<file path="config.mk">
export PLATFORM = sky130hd
export DESIGN_NAME = tone_recorder
export DESIGN_NICKNAME = d
export VERILOG_FILES = /design/src/rtl/tone_recorder_pkg.sv /design/src/rtl/tone_recorder_zc_period_meter.sv /design/src/rtl/tone_recorder.sv
export SDC_FILE = /design/constraint.sdc
export NUM_CORES = 1
export LEC_CHECK = 0
export BUFFER_PORTS_ARGS = -buffer_cell sky130_fd_sc_hd__buf_2
export CAP_MARGIN = 20
export CORE_MARGIN = 5
export CORE_UTILIZATION = 40
export CTS_CLUSTER_DIAMETER = 200
export CTS_CLUSTER_SIZE = 24
export DETAILED_ROUTE_END_ITERATION = 7
export GPL_TIMING_DRIVEN = 0
export SYNTH_ARGS = -nofsm -noshare
export SYNTH_HDL_FRONTEND = slang
export SYNTH_SLANG_ARGS = --single-unit
</file>
<file path="constraint.sdc">
create_clock -name CLOCK_50 -period 2.5 [get_ports CLOCK_50]
set_input_delay 0.375 -clock CLOCK_50 [delete_from_list [all_inputs] [get_ports CLOCK_50]]
set_output_delay 0.375 -clock CLOCK_50 [all_outputs]
set_load 0.03 [all_outputs]
</file>
<file path="src/rtl/tone_recorder_pkg.sv">
// rtl/tone_recorder_pkg.sv - shared FSM encoding and default tuning for tone record/playback
package tone_recorder_pkg;

   typedef enum logic [1:0] {
      ST_IDLE   = 2'd0,
      ST_RECORD = 2'd1,
      ST_DONE   = 2'd2
   } rec_state_t;

   localparam int DEF_NOTE_TICKS = 9200000;
   localparam int DEF_LAST_ADDR  = 193;
   localparam int DEF_THRESH     = 1000000;

endpackage

</file>
<file path="src/rtl/tone_recorder_zc_period_meter.sv">
// rtl/tone_recorder_zc_period_meter.sv - hysteresis zero-crossing detector with half-period counter
module zc_period_meter
   import tone_recorder_pkg::*;
#(
   parameter int DATA_W = 20,
   parameter int THRESH = DEF_THRESH
) (
   input  logic              CLOCK_50,
   input  logic              reset,
   input  logic              sample_valid,
   input  logic [31:0]       sample,
   input  logic              count_en,
   input  logic              clear,
   output logic              crossing,
   output logic [DATA_W-1:0] half_cnt
);

   localparam logic signed [31:0] POS_LIM = 32'(THRESH);
   localparam logic signed [31:0] NEG_LIM = -32'(THRESH);
   localparam logic [DATA_W-1:0]  HALF_MAX = '1;

   logic pos;

   // Polarity only flips once the sample leaves the dead band on the far side.
   always_comb begin
      crossing = 1'b0;
      if (sample_valid) begin
         if (!pos && ($signed(sample) > POS_LIM))
            crossing = 1'b1;
         else if (pos && ($signed(sample) < NEG_LIM))
            crossing = 1'b1;
      end
   end

   always_ff @(posedge CLOCK_50) begin
      if (reset) begin
         pos      <= 1'b0;
         half_cnt <= '0;
      end else begin
         if (crossing)
            pos <= ~pos;
         if (clear)
            half_cnt <= '0;
         else if (count_en) begin
            if (crossing)
               half_cnt <= '0;
            else if (half_cnt != HALF_MAX)
               half_cnt <= half_cnt + 1'b1;
         end
      end
   end

endmodule

</file>
<file path="src/rtl/tone_recorder.sv">
// rtl/tone_recorder.sv - records one measured half-period per note slot into tone RAM
module tone_recorder
   import tone_recorder_pkg::*;
#(
   parameter int ADDR_W     = 10,
   parameter int DATA_W     = 20,
   parameter int NOTE_TICKS = DEF_NOTE_TICKS,
   parameter int LAST_ADDR  = DEF_LAST_ADDR,
   parameter int THRESH     = DEF_THRESH
) (
   input  logic              CLOCK_50,
   input  logic              reset,
   input  logic              start,
   input  logic              audio_in_available,
   input  logic [31:0]       left_channel_audio_in,
   output logic              read_audio_in,
   output logic [ADDR_W-1:0] wr_addr,
   output logic [DATA_W-1:0] wr_data,
   output logic              wr_en,
   output logic              busy,
   output logic              done
);

   localparam int NOTE_W = $clog2(NOTE_TICKS + 1);
   localparam logic [NOTE_W-1:0] NOTE_END = NOTE_W'(NOTE_TICKS - 1);
   localparam logic [ADDR_W-1:0] ADDR_END = ADDR_W'(LAST_ADDR);

   rec_state_t        state;
   logic [NOTE_W-1:0] note_cnt;
   logic [DATA_W-1:0] half_cnt;
   logic [DATA_W-1:0] last_half;
   logic              valid;
   logic              crossing;
   logic              in_record;
   logic              start_rec;
   logic              cross_rec;

   // Draining every offered sample keeps the codec FIFO from ever overflowing.
   assign read_audio_in = audio_in_available;
   assign in_record     = (state == ST_RECORD);
   assign start_rec     = start && !in_record;
   assign cross_rec     = crossing && in_record;

   zc_period_meter #(
      .DATA_W (DATA_W),
      .THRESH (THRESH)
   ) u_zc (
      .CLOCK_50     (CLOCK_50),
      .reset        (reset),
      .sample_valid (read_audio_in),
      .sample       (left_channel_audio_in),
      .count_en     (in_record),
      .clear        (start_rec),
      .crossing     (crossing),
      .half_cnt     (half_cnt)
   );

   always_ff @(posedge CLOCK_50) begin
      if (reset) begin
         state     <= ST_IDLE;
         note_cnt  <= '0;
         wr_addr   <= '0;
         wr_data   <= '0;
         wr_en     <= 1'b0;
         busy      <= 1'b0;
         done      <= 1'b0;
         last_half <= '0;
         valid     <= 1'b0;
      end else begin
         wr_en <= 1'b0;
         case (state)
            ST_IDLE, ST_DONE: begin
               if (start) begin
                  state    <= ST_RECORD;
                  busy     <= 1'b1;
                  done     <= 1'b0;
                  wr_addr  <= '0;
                  note_cnt <= '0;
                  valid    <= 1'b0;
               end
            end
            ST_RECORD: begin
               if (cross_rec) begin
                  last_half <= half_cnt;
                  valid     <= 1'b1;
               end
               // A crossing on the slot's last cycle wins over the stale capture.
               if (note_cnt == NOTE_END) begin
                  note_cnt <= '0;
                  wr_en    <= 1'b1;
                  wr_data  <= cross_rec ? half_cnt : (valid ? last_half : '0);
                  if (!cross_rec)
                     valid <= 1'b0;
               end else begin
                  note_cnt <= note_cnt + 1'b1;
               end
               if (wr_en) begin
                  if (wr_addr == ADDR_END) begin
                     state <= ST_DONE;
                     busy  <= 1'b0;
                     done  <= 1'b1;
                  end else begin
                     wr_addr <= wr_addr + 1'b1;
                  end
               end
            end
            default: state <= ST_IDLE;
         endcase
      end
   end

endmodule

</file>
==> results_dict.tcl <==
set metrics [dict create \
    grt_max_degree 18 \
    drc 0 \
    power_density_nw_per_um2 602 \
    hold_violations 0 \
    crit_fanout 5 \
    ys_warn_count 0 \
    postPlaceCellArea_sq_um 5270 \
    period_share_pct 97.0 \
    dp_hpwl_microns 8490 \
    async_flop_share_pct 0 \
    clkTransAtPathRegs_ns 0.07 \
    clock_latency_ns 0.35 \
    via_per_inst 5.47 \
    cts_tree "yes" \
    crit_family "simple AND/OR/NAND/NOR gates" \
    area_growth_pct 21.8 \
    dieArea_sq_um 14100 \
    wl_met2_microns 5740 \
    synth_cell_type_count 60 \
    start_kind "flip-flop" \
    skew_ns 0.00799 \
    worst_slew_pin_slew_ns 0.702 \
    drive_gt1_share_pct 22.1 \
    cts_buffers 9 \
    diodes 0 \
    worstPathCellList "nand4bb_1 > or4_4 > or2_4 > or3_4 > nor3b_4 > buf_6 > a221o_1" \
    critical_path_buf_inv_count 1 \
    grt_overflow 0 \
    cp.required_ns 2.80 \
    cts_root_buffer "clkbuf_16" \
    ys_seq_area_share_pct 42.7 \
    place_inst 779 \
    finalPower_w 0.00347 \
    synth_top_cells_by_area "dfxtp_1 (43%), nor2_1 (7.2%), mux2i_1 (3.6%), a21oi_1 (3.5%), nand2_1 (3.4%)" \
    crit_slowest_cell "or4_4" \
    port_buffers 69 \
    avgRoutedWirePerCell_microns 15.3 \
    fin_nets 699 \
    die_h_microns 119 \
    grt_setup_unrepaired "true" \
    vdd.ir_drop.worst_uv 307 \
    max_freq_ghz 0.412 \
    yosysTopAreaCellShare_pct 42.7 \
    worst-path-stages 7 \
    wl_microns 12300 \
    p_leak_nw 2.19 \
    cts_sinks 101 \
    slew_headroom_pct 52.9 \
    htreeDepth 3 \
    routed-wl-met3_microns 651 \
    slew_viol_final 0 \
    cp-end-kind "flip-flop" \
    syn_nets 607 \
    synth_ff_type "dfxtp_1" \
    stdcell_count 807 \
    grt_pass1_vias 4237 \
    core_area_sq_um 11500 \
    synth_seq_cells 101 \
    setup_viol 0 \
    antenna_found_initial 0 \
    drt-pass1-iter-count 4 \
    syn_area_sq_um 4730 \
    fin_crit_ns 2.42 \
    synth_edf_count 0 \
    die_w_microns 119 \
    setup-tns-final_ns 0 \
    cpPeakStageDelay_ns 0.56 \
    num_rows 39 \
    netlist.top_cell.by_area "dfxtp_1" \
    top_layer_used "met4" \
    floorplan.initialDensity_pct 41.1 \
    drt_iter0_drc 294 \
    met1_length_microns 5780 \
    cap_viol_max_count 0 \
    vias 4413 \
    final_core_util_pct 50.0 \
    io_pins 70 \
    syn_inst 567 \
    synth_area_per_cell_sq_um 8.34 \
    design_area_sq_um 5760 \
    status "finished, final reports clean" \
    hold_path_depth 2 \
    worst-r2r-cell-count 7 \
    holdCritPathClass "input port to flip-flop" \
    grt_pass1_wl_microns 21100 \
    antenna_left 0 \
    cp.arrival_ns 2.72 \
    globalRouteTotalUtil_pct 18.0 \
    worstSetupPathType "flip-flop to flip-flop" \
    cts_buffer_depth 2 \
    gp_congestion 0.854 \
]
[final timing paths]
path	startpoint	end	slack, ns
worst max register to register	note_cnt[12]	wr_data[11]	0.08
worst min-delay path	left_channel_audio_in[31]	u_zc.pos	0.28
worst max-delay path	note_cnt[12]	wr_data[11]	0.08
worst min register to register	last_half[3]	last_half[3]	0.46
[report_power, final]
part | switching [W] | internal [W] | leakage, nW
clock network | 0.000639 | 0.000784 | 0.143
registers | 0.0000246 | 0.00163 | 0.820
logic | 0.000266 | 0.000131 | 1.22
[per-layer routing]
| layer | vias to the layer above | global-route usage, % |
|---|---|---|
| met1 | 2078 | 23.7 |
| li1 | 2226 | - |
| met2 | 97 | 29.6 |
| met5 | - | 0 |
| met4 | 0 | 6.44 |
| met3 | 12 | 3.63 |
[synthesized netlist by cell type, types with 10 or more instances]
master	instances
nand3_1	18
nor3_1	23
xor2_1	10
dfxtp_1	101
clkbuf_1	22
a311oi_1	11
mux2i_1	17
nor2_1	91
inv_1	28
o21ai_0	21
a221o_1	10
nand2_1	43
nand4_1	17
a21oi_1	33
xnor2_1	13
[stage by stage]
| stage | hold slack (ns) | worst slack, ns |
|---|---|---|
| 2_1_floorplan | 0.437 | 0.0223 |
| 3_3_place_gp | 0.443 | -0.330 |
| 3_5_place_dp | 0.454 | -0.364 |
| 4_1_cts | 0.272 | 0.000812 |
| 5_1_grt | 0.312 | -0.00791 |
| 6_report | 0.283 | 0.0756 |
[placed cells by master, fill, tap and decap left out, drive strengths merged, types with 3 or more instances in the layout]
cell type    n
o21ai       22
and3         5
dfxtp      101
inv         30
a311o        4
nand2       43
clkbuf      30
or2          4
and4         4
xnor2       13
nor3        24
a311oi      11
nor4         9
buf         91
a221o       16
a211oi       4
mux2i       17
xor2        10
or3          7
a21oi       33
nand3       19
nand2b       3
nor2        92
ha           4
or4          4
nand4       17
and2         7
a31oi        7
nor2b        3
[sequential cells by signal (all words and copies together) (netlist names)]
name / flops
busy: 1
done: 1
last_half: 20
note_cnt: 24
state: 2
u_zc.half_cnt: 20
u_zc.pos: 1
valid: 1
wr_addr: 10
wr_data: 20
wr_en: 1
[final cells by class]
cell class                 count  area (sq um)
multi-input combinational    408          2520
tap                          143           179
fill                        1125          5750
inverter                      28           105
clock buffer                  10           229
sequential                   101          2040
timing repair buffer          84           478
clock inverter                 6          68.8
buffer                        27           138
[cells by family (layout without fill, tap and decap cells)]
kind of cell | count (synthesis) | after routing | share of synthesized area, %
XOR/XNOR | 23 | 23 | 4.26
multiplexers | 17 | 17 | 3.60
flip-flops | 101 | 101 | 42.7
AND/OR/NAND/NOR | 251 | 251 | 26.3
AO/OA/AOI/OAI | 113 | 113 | 16.7
adder cells (fa/ha/maj) | 4 | 4 | 1.06
buffers and inverters | 58 | 155 | 5.29
[timing repair]
item                                   in CTS  in global routing
resized for setup                          26                 13
setup endpoints to repair                  39                 51
cloned                                      1                  0
pin swaps                                   7                  3
hold buffers                                0                  0
endpoints found under the hold margin       0                  0
setup buffers                              11                  3
No activity file was read; power rests on OpenSTA's default activity.
